===== src/rtl/bk_adder_pipe_pkg.sv =====
// -----------------------------------------------------------------------------
// bk_adder_pipe_pkg
//
// Purpose:
//     Shared definitions for the pipelined Brent-Kung adder/subtractor:
//     legal parameter ranges, the cut-point encoding used to select which
//     pipeline registers exist, and constant helper functions (log2,
//     power-of-two test and total prefix-tree depth).
//
// Ports:
//     none (package)
//
// Configuration:
//     The optional overflow output is controlled by the macro BK_ADDER_OVF_EN
//     in bk_adder_pipe.sv; nothing in this package depends on it.
// -----------------------------------------------------------------------------
package bk_adder_pipe_pkg;

    localparam int BK_MIN_WIDTH  = 4;
    localparam int BK_MAX_WIDTH  = 64;
    localparam int BK_MAX_STAGES = 3;

    // Pipeline depth doubles as the list of cut points that are populated:
    // each larger value adds one register boundary further upstream.
    typedef enum logic [1:0] {
        CUT_OUT_ONLY = 2'd1,
        CUT_UPSWEEP  = 2'd2,
        CUT_PG       = 2'd3
    } bk_cut_e;

    // Ceiling log2, usable in constant expressions.
    function automatic int bk_log2(input int value);
        int result;
        result = 0;
        for (int i = 0; i < 31; i++) begin
            if ((1 << i) < value) begin
                result = i + 1;
            end
        end
        return result;
    endfunction

    function automatic bit bk_is_pow2(input int value);
        return (value > 0) && ((value & (value - 1)) == 0);
    endfunction

    // Up-sweep levels plus down-sweep levels of the Brent-Kung tree.
    function automatic int bk_levels(input int width);
        return 2 * bk_log2(width) - 1;
    endfunction

endpackage


===== src/rtl/bk_pg_cell.sv =====
// -----------------------------------------------------------------------------
// bk_pg_cell
//
// Purpose:
//     Brent-Kung prefix operator ("black cell"):
//         (g, p) o (g', p') = (g | p & g', p & p')
//     The high-order group is (g_hi, p_hi), the adjacent lower group is
//     (g_lo, p_lo). Used as a gray cell by leaving p_out unread.
//
// Ports:
//     g_hi, p_hi  in   generate/propagate of the upper group
//     g_lo, p_lo  in   generate/propagate of the lower group
//     g_out       out  combined generate
//     p_out       out  combined propagate
// -----------------------------------------------------------------------------
module bk_pg_cell (
    input  logic g_hi,
    input  logic p_hi,
    input  logic g_lo,
    input  logic p_lo,
    output logic g_out,
    output logic p_out
);

    assign g_out = g_hi | (p_hi & g_lo);
    assign p_out = p_hi & p_lo;

endmodule


===== src/rtl/bk_adder_pipe.sv =====
// -----------------------------------------------------------------------------
// bk_adder_pipe
//
// Purpose:
//     Parametrised, pipelined Brent-Kung prefix adder/subtractor with
//     valid/ready streaming on input and output.
//         in_sub = 0 : out_sum = A + B + cin
//         in_sub = 1 : out_sum = A + ~B + 1   (cin ignored)
//     out_sum is WIDTH+1 bits {carry_out, sum}; in subtract mode the MSB is
//     1 when no borrow occurred.
//
// Parameters:
//     WIDTH   operand width, power of two in 4..64
//     STAGES  number of register stages (= latency), 1..3
//             1: output register only
//             2: plus a register after the up-sweep
//             3: plus a register after P/G generation
//
// Ports:
//     clk        in   rising-edge clock
//     rst        in   asynchronous active-high reset
//     in_valid   in   operand beat valid
//     in_ready   out  beat accepted this cycle when in_valid is high
//     in_a       in   operand A (unsigned)
//     in_b       in   operand B (unsigned)
//     in_cin     in   carry-in (add mode only)
//     in_sub     in   subtract select
//     out_valid  out  result valid
//     out_ready  in   downstream accepts result
//     out_sum    out  {carry_out, sum}
//     out_ovf    out  two's-complement overflow
//
// Configuration:
//     BK_ADDER_OVF_EN defined   : out_ovf = c[WIDTH-1] ^ c[WIDTH], registered
//                                 alongside out_sum.
//     BK_ADDER_OVF_EN undefined : out_ovf tied to 0, no overflow logic.
// -----------------------------------------------------------------------------
module bk_adder_pipe
    import bk_adder_pipe_pkg::*;
#(
    parameter int WIDTH  = 16,
    parameter int STAGES = 3
) (
    input  logic             clk,
    input  logic             rst,
    input  logic             in_valid,
    output logic             in_ready,
    input  logic [WIDTH-1:0] in_a,
    input  logic [WIDTH-1:0] in_b,
    input  logic             in_cin,
    input  logic             in_sub,
    output logic             out_valid,
    input  logic             out_ready,
    output logic [WIDTH:0]   out_sum,
    output logic             out_ovf
);

    localparam int LOG    = bk_log2(WIDTH);
    localparam int LEVELS = bk_levels(WIDTH);
    localparam int DOWN   = LEVELS - LOG;

    // Reject illegal configurations at elaboration time.
    generate
        if (!bk_is_pow2(WIDTH) || (WIDTH < BK_MIN_WIDTH) || (WIDTH > BK_MAX_WIDTH)) begin : g_bad_width
            $error("bk_adder_pipe: WIDTH=%0d must be a power of two in %0d..%0d",
                   WIDTH, BK_MIN_WIDTH, BK_MAX_WIDTH);
        end
        if ((STAGES < 1) || (STAGES > BK_MAX_STAGES)) begin : g_bad_stages
            $error("bk_adder_pipe: STAGES=%0d must be in 1..%0d", STAGES, BK_MAX_STAGES);
        end
    endgenerate

    // The whole pipeline freezes as one unit when the output is blocked;
    // interior bubbles are held rather than collapsed.
    logic stall;

    assign stall    = out_valid & ~out_ready;
    assign in_ready = ~stall;

    // P/G generation. Subtraction inverts B and forces the carry-in; the
    // carry-in is folded into bit 0's generate (acting as G[-1]) so the
    // prefix tree produces carries directly.
    logic [WIDTH-1:0] b_eff;
    logic [WIDTH-1:0] p_0;
    logic [WIDTH-1:0] g_0;
    logic             c0_0;

    always_comb begin
        b_eff  = in_sub ? ~in_b : in_b;
        c0_0   = in_sub | in_cin;
        p_0    = in_a ^ b_eff;
        g_0    = in_a & b_eff;
        g_0[0] = g_0[0] | (p_0[0] & c0_0);
    end

    // Cut point after P/G generation (deepest pipeline only).
    logic [WIDTH-1:0] p_1;
    logic [WIDTH-1:0] g_1;
    logic             c0_1;
    logic             v_1;

    generate
        if (STAGES >= int'(CUT_PG)) begin : g_cut_pg
            always_ff @(posedge clk or posedge rst) begin
                if (rst) begin
                    v_1  <= 1'b0;
                    p_1  <= '0;
                    g_1  <= '0;
                    c0_1 <= 1'b0;
                end else if (!stall) begin
                    v_1  <= in_valid;
                    p_1  <= p_0;
                    g_1  <= g_0;
                    c0_1 <= c0_0;
                end
            end
        end else begin : g_pass_pg
            assign v_1  = in_valid;
            assign p_1  = p_0;
            assign g_1  = g_0;
            assign c0_1 = c0_0;
        end
    endgenerate

    // Up-sweep: at level l, every node i with (i+1) a multiple of 2^l
    // absorbs the group ending 2^(l-1) bits below it. After LOG levels,
    // node 2^k-1 holds the full prefix [2^k-1:0].
    generate
        for (genvar l = 0; l <= LOG; l++) begin : g_up
            logic [WIDTH-1:0] g_l;
            logic [WIDTH-1:0] p_l;
            if (l == 0) begin : g_leaf
                assign g_l = g_1;
                assign p_l = p_1;
            end else begin : g_level
                for (genvar i = 0; i < WIDTH; i++) begin : g_node
                    if (((i + 1) % (1 << l)) == 0) begin : g_black
                        bk_pg_cell u_cell (
                            .g_hi  (g_up[l-1].g_l[i]),
                            .p_hi  (g_up[l-1].p_l[i]),
                            .g_lo  (g_up[l-1].g_l[i - (1 << (l - 1))]),
                            .p_lo  (g_up[l-1].p_l[i - (1 << (l - 1))]),
                            .g_out (g_l[i]),
                            .p_out (p_l[i])
                        );
                    end else begin : g_wire
                        assign g_l[i] = g_up[l-1].g_l[i];
                        assign p_l[i] = g_up[l-1].p_l[i];
                    end
                end
            end
        end
    endgenerate

    // Cut point after the up-sweep. The raw bit propagates are carried
    // along because the final sum needs them, not the group propagates.
    logic [WIDTH-1:0] p_2;
    logic [WIDTH-1:0] gu_2;
    logic [WIDTH-1:0] pu_2;
    logic             c0_2;
    logic             v_2;

    generate
        if (STAGES >= int'(CUT_UPSWEEP)) begin : g_cut_up
            always_ff @(posedge clk or posedge rst) begin
                if (rst) begin
                    v_2  <= 1'b0;
                    p_2  <= '0;
                    gu_2 <= '0;
                    pu_2 <= '0;
                    c0_2 <= 1'b0;
                end else if (!stall) begin
                    v_2  <= v_1;
                    p_2  <= p_1;
                    gu_2 <= g_up[LOG].g_l;
                    pu_2 <= g_up[LOG].p_l;
                    c0_2 <= c0_1;
                end
            end
        end else begin : g_pass_up
            assign v_2  = v_1;
            assign p_2  = p_1;
            assign gu_2 = g_up[LOG].g_l;
            assign pu_2 = g_up[LOG].p_l;
            assign c0_2 = c0_1;
        end
    endgenerate

    // Down-sweep: step s works on span 2^(LOG-s). Node k*span + span/2 - 1
    // (k >= 1) already covers the half-span below it from the up-sweep and
    // now absorbs the complete prefix ending at k*span - 1. Only generate
    // is needed from here on, so these are gray cells.
    generate
        for (genvar s = 0; s <= DOWN; s++) begin : g_dn
            logic [WIDTH-1:0] g_s;
            if (s == 0) begin : g_root
                assign g_s = gu_2;
            end else begin : g_level
                localparam int SPAN = 1 << (LOG - s);
                localparam int HALF = SPAN / 2;
                for (genvar i = 0; i < WIDTH; i++) begin : g_node
                    if ((i >= SPAN) && (((i + 1) % SPAN) == HALF)) begin : g_gray
                        logic unused_p;
                        bk_pg_cell u_cell (
                            .g_hi  (g_dn[s-1].g_s[i]),
                            .p_hi  (pu_2[i]),
                            .g_lo  (g_dn[s-1].g_s[i - HALF]),
                            .p_lo  (pu_2[i - HALF]),
                            .g_out (g_s[i]),
                            .p_out (unused_p)
                        );
                    end else begin : g_wire
                        assign g_s[i] = g_dn[s-1].g_s[i];
                    end
                end
            end
        end
    endgenerate

    // Group propagates that the down-sweep never consults (e.g. the
    // whole-word propagate) are deliberately dropped here.
    logic unused_pu;

    assign unused_pu = ^pu_2;

    // carry[i] is the carry into bit i; carry[WIDTH] is the carry-out.
    logic [WIDTH:0] carry;
    logic [WIDTH:0] sum_next;

    assign carry    = {g_dn[DOWN].g_s, c0_2};
    assign sum_next = {carry[WIDTH], p_2 ^ carry[WIDTH-1:0]};

    // Output register, present in every configuration.
    always_ff @(posedge clk or posedge rst) begin
        if (rst) begin
            out_valid <= 1'b0;
            out_sum   <= '0;
        end else if (!stall) begin
            out_valid <= v_2;
            out_sum   <= sum_next;
        end
    end

`ifdef BK_ADDER_OVF_EN
    // Signed overflow: carry into the sign bit differs from carry out of it.
    logic ovf_next;

    assign ovf_next = carry[WIDTH-1] ^ carry[WIDTH];

    always_ff @(posedge clk or posedge rst) begin
        if (rst) begin
            out_ovf <= 1'b0;
        end else if (!stall) begin
            out_ovf <= ovf_next;
        end
    end
`else
    assign out_ovf = 1'b0;
`endif

endmodule


===== config.mk =====
export PLATFORM = sky130hd
export DESIGN_NAME = bk_adder_pipe
export DESIGN_NICKNAME = d
export VERILOG_FILES = /design/src/rtl/bk_adder_pipe_pkg.sv /design/src/rtl/bk_pg_cell.sv /design/src/rtl/bk_adder_pipe.sv
export SDC_FILE = /design/constraint.sdc
export NUM_CORES = 1
export LEC_CHECK = 0
export ABC_CLOCK_PERIOD_IN_PS = 3400
export CAP_MARGIN = 20
export CORE_MARGIN = 2
export CORE_UTILIZATION = 26
export CTS_CLUSTER_SIZE = 16
export DETAILED_ROUTE_END_ITERATION = 8
export PLACE_DENSITY = 0.4
export SETUP_SLACK_MARGIN = 0.1
export SLEW_MARGIN = 40
export SYNTH_ARGS = -nofsm -noshare
export SYNTH_HDL_FRONTEND = slang
export SYNTH_SLANG_ARGS = --single-unit

===== constraint.sdc =====
create_clock -name clk -period 3.4 [get_ports clk]
set_input_delay 0.34 -clock clk [delete_from_list [all_inputs] [get_ports clk]]
set_output_delay 0.34 -clock clk [all_outputs]
set_load 0.05 [all_outputs]

==> flow_summary.toml <==
[critical_path]
capturing_element_type_of_the_critical_path = "output port"
worst-endpoint-required_ps = 3060
setup.worst_path.start_class = "flip-flop"
critical_path.max_fanout = 2
path_delay_family = "buffers and inverters"
cp_slowest_cell = "sky130_fd_sc_hd__clkdlybuf4s50_1"
worstSetupPathType = "flip-flop to output port"
critical_path_buf_inv_count = 1
critPathArrivalTime_ps = 1530
critical_path_max_stage_delay_ps = 820
cell_breakdown_of_the_critical_path = "clkdlybuf4s50_1"

[cts]
tritoncts_num_sinks = 90
ctsHtreeMaxLevel = 3
tritoncts.num_buffers = 9
buffers_inserted_during_post_cts_setup_optimization = 0
cts-hold-fix-buffers = 0
tritoncts = "built"
clockBufferDepth = 2
clk_pin_slew_worst_paths_ps = 60
worstSkewPairLatency_ps = 340
total_of_cells_resized_after_clock_tree_synthesis = 0
clock-root-buffer = "sky130_fd_sc_hd__clkbuf_16"

[placement]
detail_placement_hpwl_mm = 5.833
gp_routability_congestion = 0.7113
place.detailed.instances = 700
port_buffers = 56

[global_routing]
grt.overflow.total = 0
pin_count_of_the_biggest_net_entering_global_routing = 97
grtUsageTotal_pct = 10.93
grt_pass1_vias = 2950
antenna_found_initial = 0
global_route_wire_length_before_repair_mm = 14.38

[die]
initial_utilization_pct = 26.72
design.portCount = 58
std_cell_core_area_mm2 = 0.01531
die_area_mm2 = 0.01676
core.rowCount = 45
fp.dieW_um = 129.4
die_extent_in_y_um = 129.4

[detailed_routing]
drt_pre_antenna_iters = 4
drt-total-wl_mm = 8.525
drt-initial-drc-count = 115
post_route_drc_violation_count = 0
detail_route.wl_per_cell_um = 11.91
final_antenna_net_count = 0
avgViaCountPerCell = 4.057
vias = 2905

[timing]
finalMaxSlewViolations = 0
slew_headroom_pct = 55.40
finalHoldViolations = 0
rsz0062_at_grt = "false"
worst_pin_slew_ps = 668.9
finalSetupViolCount = 0
fin_worst_skew_ps = 6.075
whs_ps = 370.1
max_freq_mhz = 534.6
tns_ps = 0
fin_crit_ps = 1871
finalCritPeriodShare_pct = 55.02

[logic_synthesis]
synth.lib_cells_used.distinct = 25
synth_fp_nets = 511
synth-seq-cells = 90
synthesis.instances = 450
ys_seq_area_share_pct = 55.05
netlist_area_mm2 = 0.004091
postSynthAreaPerCell_um2 = 9.092
yosysWarnings = 0

[power]
power_per_cell_area_mw_per_mm2 = 818.8
static_leakage_uw = 0.002533
vdd_drop_max_mv = 0.2408
total_power_uw = 4190

[finish]
diodes = 0
final_nets = 561
syn2layout_area_growth_pct = 25.08
number_of_standard_cells_in_the_layout_taps_in_and_fillers_out = 716
mostFrequentLayoutCells = "217 x sky130_fd_sc_hd__nand2_1, 90 x sky130_fd_sc_hd__dfrtp_1, 54 x sky130_fd_sc_hd__clkdlybuf4s50_1"
layout.cells.most_common = "sky130_fd_sc_hd__nand2_1"
share_of_final_layout_standard_cells_stronger_than_drive_strength_1_pct = 5.347

[worst_hold_path]
holdCritPathClass = "primary input to asynchronous set/reset pin"

[outcome]
run_status = "complete, no violations"

[flow_run]
max-cap-violations = 0
[logic make-up after synthesis]
group,count (synthesis),share of synthesized area [%]
and+or+nand+nor,243,22.63
DFF,90,55.05
AOI/OAI and AO/OA,40,5.352
buffers and inverters,27,4.128
xor gates and xnor gates,25,5.352
adders and majority gates,23,7.034
other,1,0.09166
muxes,1,0.3669
[routing by layer]
layer / GRT usage, % / up-vias / wire length (um)
li1: - / 1508 / -
met1: 14.37 / 1345 / 4097
met2: 17.52 / 43 / 3956
met3: 2.395 / 9 / 336
met4: 4.491 / 0 / 134
met5: 0 / - / 0
[worst paths after layout]
| path | start | to | slack [ps] | cells after the start |
|---|---|---|---|---|
| worst max register to register | out_valid | g_dn[0].g_s[15] | 1750 | 6 |
| worst min register to register | out_sum[8] | out_sum[8] | 460 | 2 |
| min in group clk | out_sum[8] | out_sum[8] | 460 | 2 |
| worst max-delay path | out_sum[0] | out_sum[0] | 1530 | 1 |
| max in group asynchronous | rst | p_2[9] | 2430 | 3 |
| worst min-delay path | rst | p_2[13] | 370 | 2 |
[registers in the layout, indices dropped and copies added (netlist names)]
register and cells:
v_1 1, out_sum 17, c0_2 1, g_up.p_l 16
p_2 16, c0_1 1, pu_2 4, v_2 1
out_valid 1, g_1 16, g_dn.g_s 16
[worst register-to-register path, stage by stage, from the launching register on]
cell and delay (ps):
sky130_fd_sc_hd__dfrtp_1 370, sky130_fd_sc_hd__nor2b_4 130, sky130_fd_sc_hd__inv_2 250, sky130_fd_sc_hd__buf_4 340, sky130_fd_sc_hd__o211ai_1 150, sky130_fd_sc_hd__a22oi_1 210
sky130_fd_sc_hd__o21ai_1 80
[metrics by stage]
| stage | setup WS (ps) | util [%] | instance area [um2] |
|---|---|---|---|
| final | 1529 | 33.42 | 5117 |
| after floorplan | 724.7 | - | 4091 |
| after global placement | 1083 | 31.46 | 4818 |
| after global routing | 1477 | 33.42 | 5117 |
| after detailed placement | 1293 | 31.48 | 4821 |
| after CTS | 1497 | 33.42 | 5117 |
[power by group]
| group | internal (uW) | switching (uW) |
|---|---|---|
| clock network | 587 | 401 |
| logic | 549 | 966 |
| registers | 1450 | 236 |
| total | 2590 | 1600 |
[cell usage after synthesis]
library cell / n / area [um2]
sky130_fd_sc_hd__nand2b_1: 1 / 6.260
sky130_fd_sc_hd__o211ai_1: 1 / 7.510
sky130_fd_sc_hd__mux2_4: 1 / 15.01
sky130_fd_sc_hd__nand2_1: 217 / 814.5
sky130_fd_sc_hd__a21o_1: 4 / 30.03
sky130_fd_sc_hd__a21oi_1: 14 / 70.07
sky130_fd_sc_hd__a22oi_1: 1 / 7.510
sky130_fd_sc_hd__inv_2: 1 / 3.750
sky130_fd_sc_hd__dfrtp_1: 90 / 2252
sky130_fd_sc_hd__a31oi_1: 1 / 6.260
sky130_fd_sc_hd__o21ai_1: 1 / 5.000
sky130_fd_sc_hd__buf_2: 9 / 45.04
sky130_fd_sc_hd__xor2_1: 23 / 201.4
sky130_fd_sc_hd__ha_1: 23 / 287.8
sky130_fd_sc_hd__a211oi_1: 1 / 7.510
sky130_fd_sc_hd__clkbuf_1: 2 / 7.510
sky130_fd_sc_hd__buf_4: 9 / 67.56
sky130_fd_sc_hd__nor2_1: 23 / 86.33
sky130_fd_sc_hd__o21ai_0: 17 / 85.08
sky130_fd_sc_hd__inv_1: 3 / 11.26
sky130_fd_sc_hd__nor2b_4: 1 / 13.76
sky130_fd_sc_hd__nor3_1: 1 / 5.000
sky130_fd_sc_hd__conb_1: 1 / 3.750
sky130_fd_sc_hd__buf_6: 3 / 33.78
sky130_fd_sc_hd__xnor2_1: 2 / 17.52
[layout make-up]
type                            instances  area [um2]
Timing Repair Buffer                   62       614.3
Clock inverter                          5       53.80
Sequential cell                        90        2252
Inverter                                4       20.02
Clock buffer                           11       242.7
Tap cell                              211       264.0
Multi-Input combinational cell        333        1670
Fill cell                            1676       10200
Power figures use the tool's default switching activity.
